**src/rtl/core_run_ctrl_pkg.sv**
```systemverilog
// Shared types and constants for the core run controller.
package core_run_pkg;

  typedef enum logic [1:0] {
    IDLE,
    RESET_HOLD,
    RUN,
    DONE
  } state_e;

  localparam int unsigned TOHOST_PASS    = 1;
  localparam int unsigned SELFLOOP_LIMIT = 4;

endpackage

```
**src/rtl/core_run_ctrl_sat_counter.sv**
```systemverilog
// Up-counter with synchronous clear (priority over enable) that sticks at all-ones.
module sat_counter #(
  parameter int W = 8
) (
  input  logic         clk,
  input  logic         rst,
  input  logic         clr,
  input  logic         en,
  output logic [W-1:0] q
);

  always_ff @(posedge clk or posedge rst) begin
    if (rst) begin
      q <= '0;
    end else if (clr) begin
      q <= '0;
    end else if (en && (q != '1)) begin
      q <= q + 1'b1;
    end
  end

endmodule

```
**src/rtl/core_run_ctrl.sv**
```systemverilog
// Run controller: sequences core reset, runs for a bounded budget, reports pass/fail/timeout.
// Optional PC self-loop detection is built when CORE_RUN_CTRL_SELFLOOP_EN is defined.
//
// state      | meaning
// IDLE       | core held in reset, waiting for start_i
// RESET_HOLD | core reset held low for RESET_CYCLES cycles
// RUN        | core running, end conditions watched
// DONE       | core frozen, results held until the next start_i
module core_run_ctrl
  import core_run_pkg::*;
#(
  parameter int              XLEN         = 32,
  parameter int              RESET_CYCLES = 2,
  parameter int              MAX_CYCLES   = 1024,
  parameter logic [XLEN-1:0] TOHOST_ADDR  = 32'h0000_0FFC,
  parameter int              CNT_W        = 32
) (
  input  logic             clk,
  input  logic             rst,
  input  logic             start_i,
  input  logic [XLEN-1:0]  pc_i,
  input  logic             dmem_we_i,
  input  logic [XLEN-1:0]  dmem_addr_i,
  input  logic [XLEN-1:0]  dmem_wdata_i,
  output logic             core_rst_n_o,
  output logic             running_o,
  output logic             done_o,
  output logic             pass_o,
  output logic             timeout_o,
  output logic [XLEN-1:0]  fail_code_o,
  output logic [CNT_W-1:0] cycle_count_o
);

  state_e     state, state_d;
  logic [7:0] hold_cnt;
  logic       start_clr;
  logic       in_run;
  logic       tohost_hit;
  logic       loop_hit;
  logic       timeout_hit;
  logic       end_run;

  assign start_clr   = start_i && ((state == IDLE) || (state == DONE));
  assign in_run      = (state == RUN);
  assign tohost_hit  = dmem_we_i && (dmem_addr_i == TOHOST_ADDR);
  assign timeout_hit = (cycle_count_o == CNT_W'(MAX_CYCLES - 1));
  assign end_run     = in_run && (tohost_hit || loop_hit || timeout_hit);

  sat_counter #(.W(8)) u_hold (
    .clk (clk),
    .rst (rst),
    .clr (start_clr),
    .en  (state == RESET_HOLD),
    .q   (hold_cnt)
  );

  // The count freezes on the terminating cycle so DONE reports the cycle that ended the run.
  sat_counter #(.W(CNT_W)) u_cycle (
    .clk (clk),
    .rst (rst),
    .clr (start_clr),
    .en  (in_run && !end_run),
    .q   (cycle_count_o)
  );

`ifdef CORE_RUN_CTRL_SELFLOOP_EN
  logic [XLEN-1:0] prev_pc;
  logic [2:0]      loop_cnt;
  logic            pc_match;

  // prev_pc on the first RUN cycle is a reset-hold PC, so that cycle is excluded.
  assign pc_match = in_run && (cycle_count_o != '0) && (pc_i == prev_pc);
  assign loop_hit = pc_match && (loop_cnt == 3'(SELFLOOP_LIMIT - 1));

  always_ff @(posedge clk or posedge rst) begin
    if (rst) prev_pc <= '0;
    else     prev_pc <= pc_i;
  end

  sat_counter #(.W(3)) u_loop (
    .clk (clk),
    .rst (rst),
    .clr (!pc_match),
    .en  (pc_match),
    .q   (loop_cnt)
  );
`else
  logic unused_pc;
  assign unused_pc = ^pc_i;
  assign loop_hit  = 1'b0;
`endif

  always_ff @(posedge clk or posedge rst) begin
    if (rst) state <= IDLE;
    else     state <= state_d;
  end

  always_comb begin
    state_d = state;
    case (state)
      IDLE:       if (start_i) state_d = RESET_HOLD;
      RESET_HOLD: if (hold_cnt == 8'(RESET_CYCLES - 1)) state_d = RUN;
      RUN:        if (end_run) state_d = DONE;
      DONE:       if (start_i) state_d = RESET_HOLD;
      default:    state_d = IDLE;
    endcase
  end

  always_ff @(posedge clk or posedge rst) begin
    if (rst) begin
      core_rst_n_o <= 1'b0;
      running_o    <= 1'b0;
      done_o       <= 1'b0;
      pass_o       <= 1'b0;
      timeout_o    <= 1'b0;
      fail_code_o  <= '0;
    end else begin
      core_rst_n_o <= (state_d == RUN);
      running_o    <= (state_d == RUN);
      done_o       <= (state_d == DONE);
      if (start_clr) begin
        pass_o      <= 1'b0;
        timeout_o   <= 1'b0;
        fail_code_o <= '0;
      end else if (end_run) begin
        if (tohost_hit) begin
          pass_o      <= (dmem_wdata_i == XLEN'(TOHOST_PASS));
          timeout_o   <= 1'b0;
          fail_code_o <= (dmem_wdata_i == XLEN'(TOHOST_PASS)) ? '0 : dmem_wdata_i;
        end else if (loop_hit) begin
          pass_o      <= 1'b1;
          timeout_o   <= 1'b0;
          fail_code_o <= '0;
        end else begin
          pass_o      <= 1'b0;
          timeout_o   <= 1'b1;
          fail_code_o <= '0;
        end
      end
    end
  end

endmodule

```
**config.mk**
```make
export PLATFORM = sky130hd
export DESIGN_NAME = core_run_ctrl
export DESIGN_NICKNAME = d
export VERILOG_FILES = /design/src/rtl/core_run_ctrl_pkg.sv /design/src/rtl/core_run_ctrl_sat_counter.sv /design/src/rtl/core_run_ctrl.sv
export SDC_FILE = /design/constraint.sdc
export NUM_CORES = 1
export LEC_CHECK = 0
export ABC_AREA = 1
export ABC_CLOCK_PERIOD_IN_PS = 2300
export CELL_PAD_IN_SITES_DETAIL_PLACEMENT = 0
export CELL_PAD_IN_SITES_GLOBAL_PLACEMENT = 2
export CORE_UTILIZATION = 23
export CTS_CLUSTER_DIAMETER = 60
export DETAILED_ROUTE_END_ITERATION = 7
export PLACE_DENSITY = 0.84
export REMOVE_ABC_BUFFERS = 1
export SYNTH_ARGS = -nofsm -noshare
export SYNTH_HDL_FRONTEND = slang
export SYNTH_SLANG_ARGS = --single-unit
```
**constraint.sdc**
```tcl
create_clock -name clk -period 2.3 [get_ports clk]
set_clock_uncertainty 0.05 [all_clocks]
set_input_delay 0.23 -clock clk [delete_from_list [all_inputs] [get_ports clk]]
set_output_delay 0.23 -clock clk [all_outputs]
set_load 0.1 [all_outputs]
```
-- Word level (Yosys, flattened, before mapping)
Index checks and enable logic that the tools add are counted.
- output and inout port bits: 69
- word-level logic and storage cells: 53
- bits in registers: 78
- equal/unequal tests: 11
- add/subtract/negate cells: 2
- reductions and logical operators: 14
- muxes and demuxes: 18
- operators with widths (operator ; count):
    32-bit 2-to-1 mux ; 6
    32-bit by 1-bit adder with 32-bit output (second input constant) ; 1
    32-bit by 1-bit equality test with 1-bit output (second input constant) ; 1
    32-bit by 10-bit equality test with 1-bit output (second input constant) ; 1
    32-bit by 12-bit equality test with 1-bit output (second input constant) ; 1
    32-bit inequality test (second input constant) ; 1
    8-bit 2-to-1 mux ; 2
    8-bit by 1-bit adder with 8-bit output (second input constant) ; 1
    2-bit equality test (second input constant) ; 4
    8-bit by 1-bit equality test with 1-bit output (second input constant) ; 1
    8-bit inequality test (second input constant) ; 1
    1-bit logical AND ; 6
    1-bit 2-to-1 mux ; 6
    2-bit 2-to-1 mux ; 3
    2-bit case mux with 3 select lines ; 1
    2-bit nonzero test ; 3
    2-bit by 1-bit equality test with 1-bit output (second input constant) ; 1
    2-bit zero test ; 1
    1-bit logical OR ; 2
    2-bit OR reduction ; 1
    1-bit zero test ; 1

-- Depth between registers and ports, before layout
- depth after elaboration: 9
- depth in mapped cells: 12
- depth with buffers taken out: 12

-- By module
A second synthesis with hierarchy kept.
- cells, all modules: 717
- area total of the unflattened synthesis: 4887.2 sq um
- modules (own cells, without submodules) (module ; times used ; cells each ; area an instance (sq um)):
    sat_counter (u_cycle) ; 1 ; 360 ; 2274.7
    core_run_ctrl ; 1 ; 288 ; 2105.8
    sat_counter (u_hold) ; 1 ; 69 ; 506.7

-- Least setup slack after synthesis
No wires, ideal clock.
- path type: register -> register
- start: register u_cycle.q[0]
- end: register fail_code_o[0]
- arrival: 2.298 ns
- stages on the path, launching flop included: 12
- path slack: -0.174 ns
- period minus slack after synthesis: 2.474 ns
- cells stage by stage: dfrtp_1 ha_1 nand3_2 inv_2 nand2_4 inv_2 nand4_4 nand2_4 nand2_4 buf_6 nand3_1 o21ai_1
- word-level cells in the longest chain between the ends: 4
- RTL lines (item ; RTL line ; RTL):
    start, declared ; core_run_ctrl_sat_counter.sv:9 ; output logic [W-1:0] q
    start signal, assigned ; core_run_ctrl_sat_counter.sv:18 ; q <= q + 1'b1;
    32-bit by 10-bit equality test with 1-bit output ; core_run_ctrl.sv:46 ; assign timeout_hit = (cycle_count_o == CNT_W'(MAX_CYCLES - 1));
    1-bit logical OR ; core_run_ctrl.sv:47 ; assign end_run = in_run && (tohost_hit || loop_hit || timeout_hit);
    1-bit logical AND ; core_run_ctrl.sv:47 ;
    2-bit nonzero test (no line) ; - ;
    end signal, assigned ; core_run_ctrl.sv:129 ; fail_code_o <= (dmem_wdata_i == XLEN'(TOHOST_PASS)) ? '0 : dmem_wdata_i;
    end, declared ; core_run_ctrl.sv:30 ; output logic [XLEN-1:0] fail_code_o,
No other way between the ends.
A chain may end at the register's enable or synchronous reset.

-- Final worst setup path
- start: register u_cycle.q[18]
- end: register u_cycle.q[22]
- word-level cells in the longest chain between the ends: 7
- elaborated cells between the ends (all ways): 11
- classes of those cells: add/sub: 1; eq/ne: 2; mux: 2; reduce/logical: 6
- RTL lines (item):
    branches (longest 7 deep; another with 32-bit by 1-bit adder with 32-bit output)
Parallel ways; which one is timed is not known. The select of a mux whose other input is x is not followed.

==> metrics.md <==
| Metric | Value |
|---|---|
| Layout cell share with drive strength beyond 1 | `between 20% and 30%` |
| Nets | `between 800 and 900` |
| Peak VDD IR | `between 0.0003 and 0.0004 V` |
| Final weighted congestion in routability-driven placement | `between 0.7 and 0.8` |
| Die height | `roughly 150 um` |
| Power Internal | `roughly 0.0029 W` |
| Setup crit start kind | `flip-flop` |
| Final hold violation count | `0` |
| Postcts setup bufs | `0` |
| Final Slew Violations | `0` |
| Global Route Usage Sum | `13.2%` |
| P_leak | `~3.2 nW` |
| WL final | `~14000 um` |
| Die X | `approximately 150 um` |
| IO Pins | `~170` |
| Clk pwr share | `approximately a third` |
| Area growth syn-to-layout | `38.6%` |
| Worst Hold Class | `primary input to asynchronous set/reset pin` |
| Worst Path Max Fanout | `32` |
| Kind of critical path | `flip-flop to flip-flop` |
| Die area | `about 22000 um2` |
| Final setup margin | `about 0.30 ns` |
| Power per cell area | `roughly 710 nW/um2` |
| Largest net degree at the start of global routing | `just under 80` |
| IO buf count | `roughly 140` |
| Worst EP required | `~2.5 ns` |
| Row Count | `between 50 and 60` |
| Post-Syn Area | `just under 5000 um2` |
| CP Capture Type | `flip-flop` |
| Gate Count Post-Synth | `around 620` |
| NetSw | `roughly 0.0019 W` |
| Initial antenna violation count | `0` |
| Async SR Flop Fraction | `between 90% and 100%` |
| Setup-failing EPs final | `0` |
| Resize count post-CTS | `0` |
| CTS tree | `done` |
| H-Tree Depth | `3` |
| Synth cell types | `33` |
| Drt first-iter violations | `203` |
| Cell Count Post-Placement | `between 1000 and 1500` |
| Number of synthesized register bits | `a little under 80` |
| R2r worst-path depth | `9` |
| Register area share after synthesis | `about 40%` |
| DR vias | `roughly 4400` |
| Hold_buf cts | `0` |
| Leading area contributor after synthesis | `dfrtp_1` |
| CTS root buffer | `clkbuf_16` |
| Status | `finished clean` |
| Max Freq | `approximately 500 MHz` |
| Placeable Area | `about 20000 um2` |
| Sw Share | `approximately two fifths` |
| Vias/cell | `around 4.3` |
| Post-synth EDFFs | `0` |
| Clk buf depth | `2` |
| Most common flop cell mapped by yosys | `dfrtp_1` |
| Worst EP arrival | `between 2 and 2.5 ns` |
| Final period utilization | `between 80% and 90%` |
| Synth warnings | `0` |
| Wire length on met3 | `roughly 700 um` |
| Top routing layer used | `met4` |
| Max Cap Viol | `0` |
| ANT cells | `0` |
| Clock sinks | `between 70 and 80` |
| DRT met1 WL | `approximately 6400 um` |
| Vias in the first global route | `4298` |
| Clock Latency Late Sink | `between 0.3 and 0.4 ns` |
| Total grt overflow | `0` |
| Final Non-Filler Cells | `between 1000 and 1500` |
| DRT Pass-1 Iters | `4` |
| Hold_ws | `approximately 0.24 ns` |
| HPWL Detailed | `10300 um` |
| Clock transition at path regs | `around 0.060 ns` |
| First-pass GRT wire length | `approximately 22000 um` |
| Number of nets with antenna violations after routing | `0` |
| Synth Area per Inst | `about 8 um2` |
| Slew headroom | `67.9%` |
| Wire per inst | `13.8 um` |
| Area contributors post-synth | `dfrtp_1 (40%), nand2_1 (10%), nor2_1 (6.9%), nand3_1 (6.0%), inv_1 (5.1%)` |
| Unrepaired setup endpoints after global routing | `no` |
| Routed wl met2 | `between 7000 and 8000 um` |
| Minimum clock period | `between 2 and 2.5 ns` |
| Post-synth top area share | `40.2%` |
| Sequential Power Share | `31.3%` |
| Dpl ws | `just over 0.06 ns` |
| Actual slew at the worst max-slew pin | `0.480 ns` |
| Number of buffers created by CTS | `9` |
| Initial core utilization | `between 20% and 30%` |
| Combinational group share of total power | `35.2%` |
| Drt drc | `0` |
-- synth_stat cells, types with 9 or more instances --
cell / number
buf_2: 9
dfrtp_1: 78
nor2_1: 89
o21ai_0: 10
nand3_1: 58
nand3_2: 24
inv_1: 66
nand3b_1: 24
xor2_1: 22
nand4_1: 15
nand2_1: 134
o21ai_1: 10
o21ai_2: 20
-- cell type report --
cell class / instances / area [um2]
multi-input cells: 448 / 2480
fillers: 2198 / 13800
clock buffers: 11 / 253
flip-flops and latches: 78 / 1950
well taps: 270 / 338
inverters: 68 / 256
clock inverters: 5 / 81.3
repair buffers: 154 / 1370
-- worst max-delay path, cell delays in order, from the launching register on --
cell and delay, ns:
dfrtp_1 0.52, nand2_1 0.12, nor2_1 0.20, nand3_1 0.15, nor2_1 0.14, nand2_2 0.09
nand4_4 0.09, buf_4 0.34, nand3_1 0.12, nand2_1 0.09
-- cells in the final DEF, fill, tap and decap left out, types with 5 or more instances in the layout --
cell and instances:
clkdlybuf4s50_1 67, nand3_1 58, buf_4 83, nand3b_1 24
clkbuf_16 9, a21oi_1 6, ha_1 5, xor2_1 22
nand2_1 133, o21ai_2 20, inv_1 65, o21ai_0 10
nand4_1 15, o21ai_1 10, dfrtp_1 78, nor2_2 6
nor2_1 89, xnor2_1 6, nand3_2 24
-- path summary, 6_finish.rpt --
check / startpoint / to / slack [ns]
worst min register to register: fail_code_o[21] / fail_code_o[21] / 0.46
worst max register to register: u_cycle.q[18] / u_cycle.q[22] / 0.30
max in group asynchronous: rst / u_cycle.q[1] / 1.60
min in group clk: dmem_wdata_i[6] / fail_code_o[6] / 0.40
worst min-delay path: rst / fail_code_o[17] / 0.24
worst max-delay path: u_cycle.q[18] / u_cycle.q[22] / 0.30
-- layer usage --
layer	vias up	track usage [%]
li1	2270	-
met1	2024	16.6
met2	94	22.5
met3	9	3.70
met4	0	2.68
met5	-	0
-- sequential cells by signal (all words and copies together), names as in the netlist --
name	cells
done_o	1
fail_code_o	32
pass_o	1
running_o	1
state	2
timeout_o	1
u_cycle.q	32
u_hold.q	8
-- through the flow --
| step | total power (W) | cell area [um2] | utilization [%] | TNS (ns) |
|---|---|---|---|---|
| after floorplan | 0.00256 | 4670 | - | -102.21 |
| after global placement | 0.00320 | 6390 | 31.2 | 0 |
| after detailed placement | 0.00320 | 6390 | 31.2 | 0 |
| after CTS | 0.00483 | 6730 | 32.8 | 0 |
| after global routing | 0.00505 | 6740 | 32.9 | 0 |
| final | 0.00478 | 6740 | 32.9 | 0 |
-- power by group through the flow --
stage | clock, W | combinational (W) | sequential, W
after floorplan | 0 | 0.000770 | 0.00179
after global placement | 0 | 0.00168 | 0.00152
after detailed placement | 0 | 0.00167 | 0.00152
after CTS | 0.00165 | 0.00168 | 0.00150
after global routing | 0.00170 | 0.00185 | 0.00151
final | 0.00160 | 0.00168 | 0.00149
-- cell families (layout without fill, tap and decap cells) --
| logic type | Yosys count | after routing | share of synthesized area [%] |
|---|---|---|---|
| compound gates | 51 | 51 | 7.08 |
| xor+xnor | 28 | 28 | 5.04 |
| fa+ha+maj | 5 | 5 | 1.29 |
| buf+inv | 92 | 238 | 9.11 |
| flops | 78 | 78 | 40.2 |
| simple gates | 363 | 364 | 37.3 |
Power figures use the tool's default switching activity.
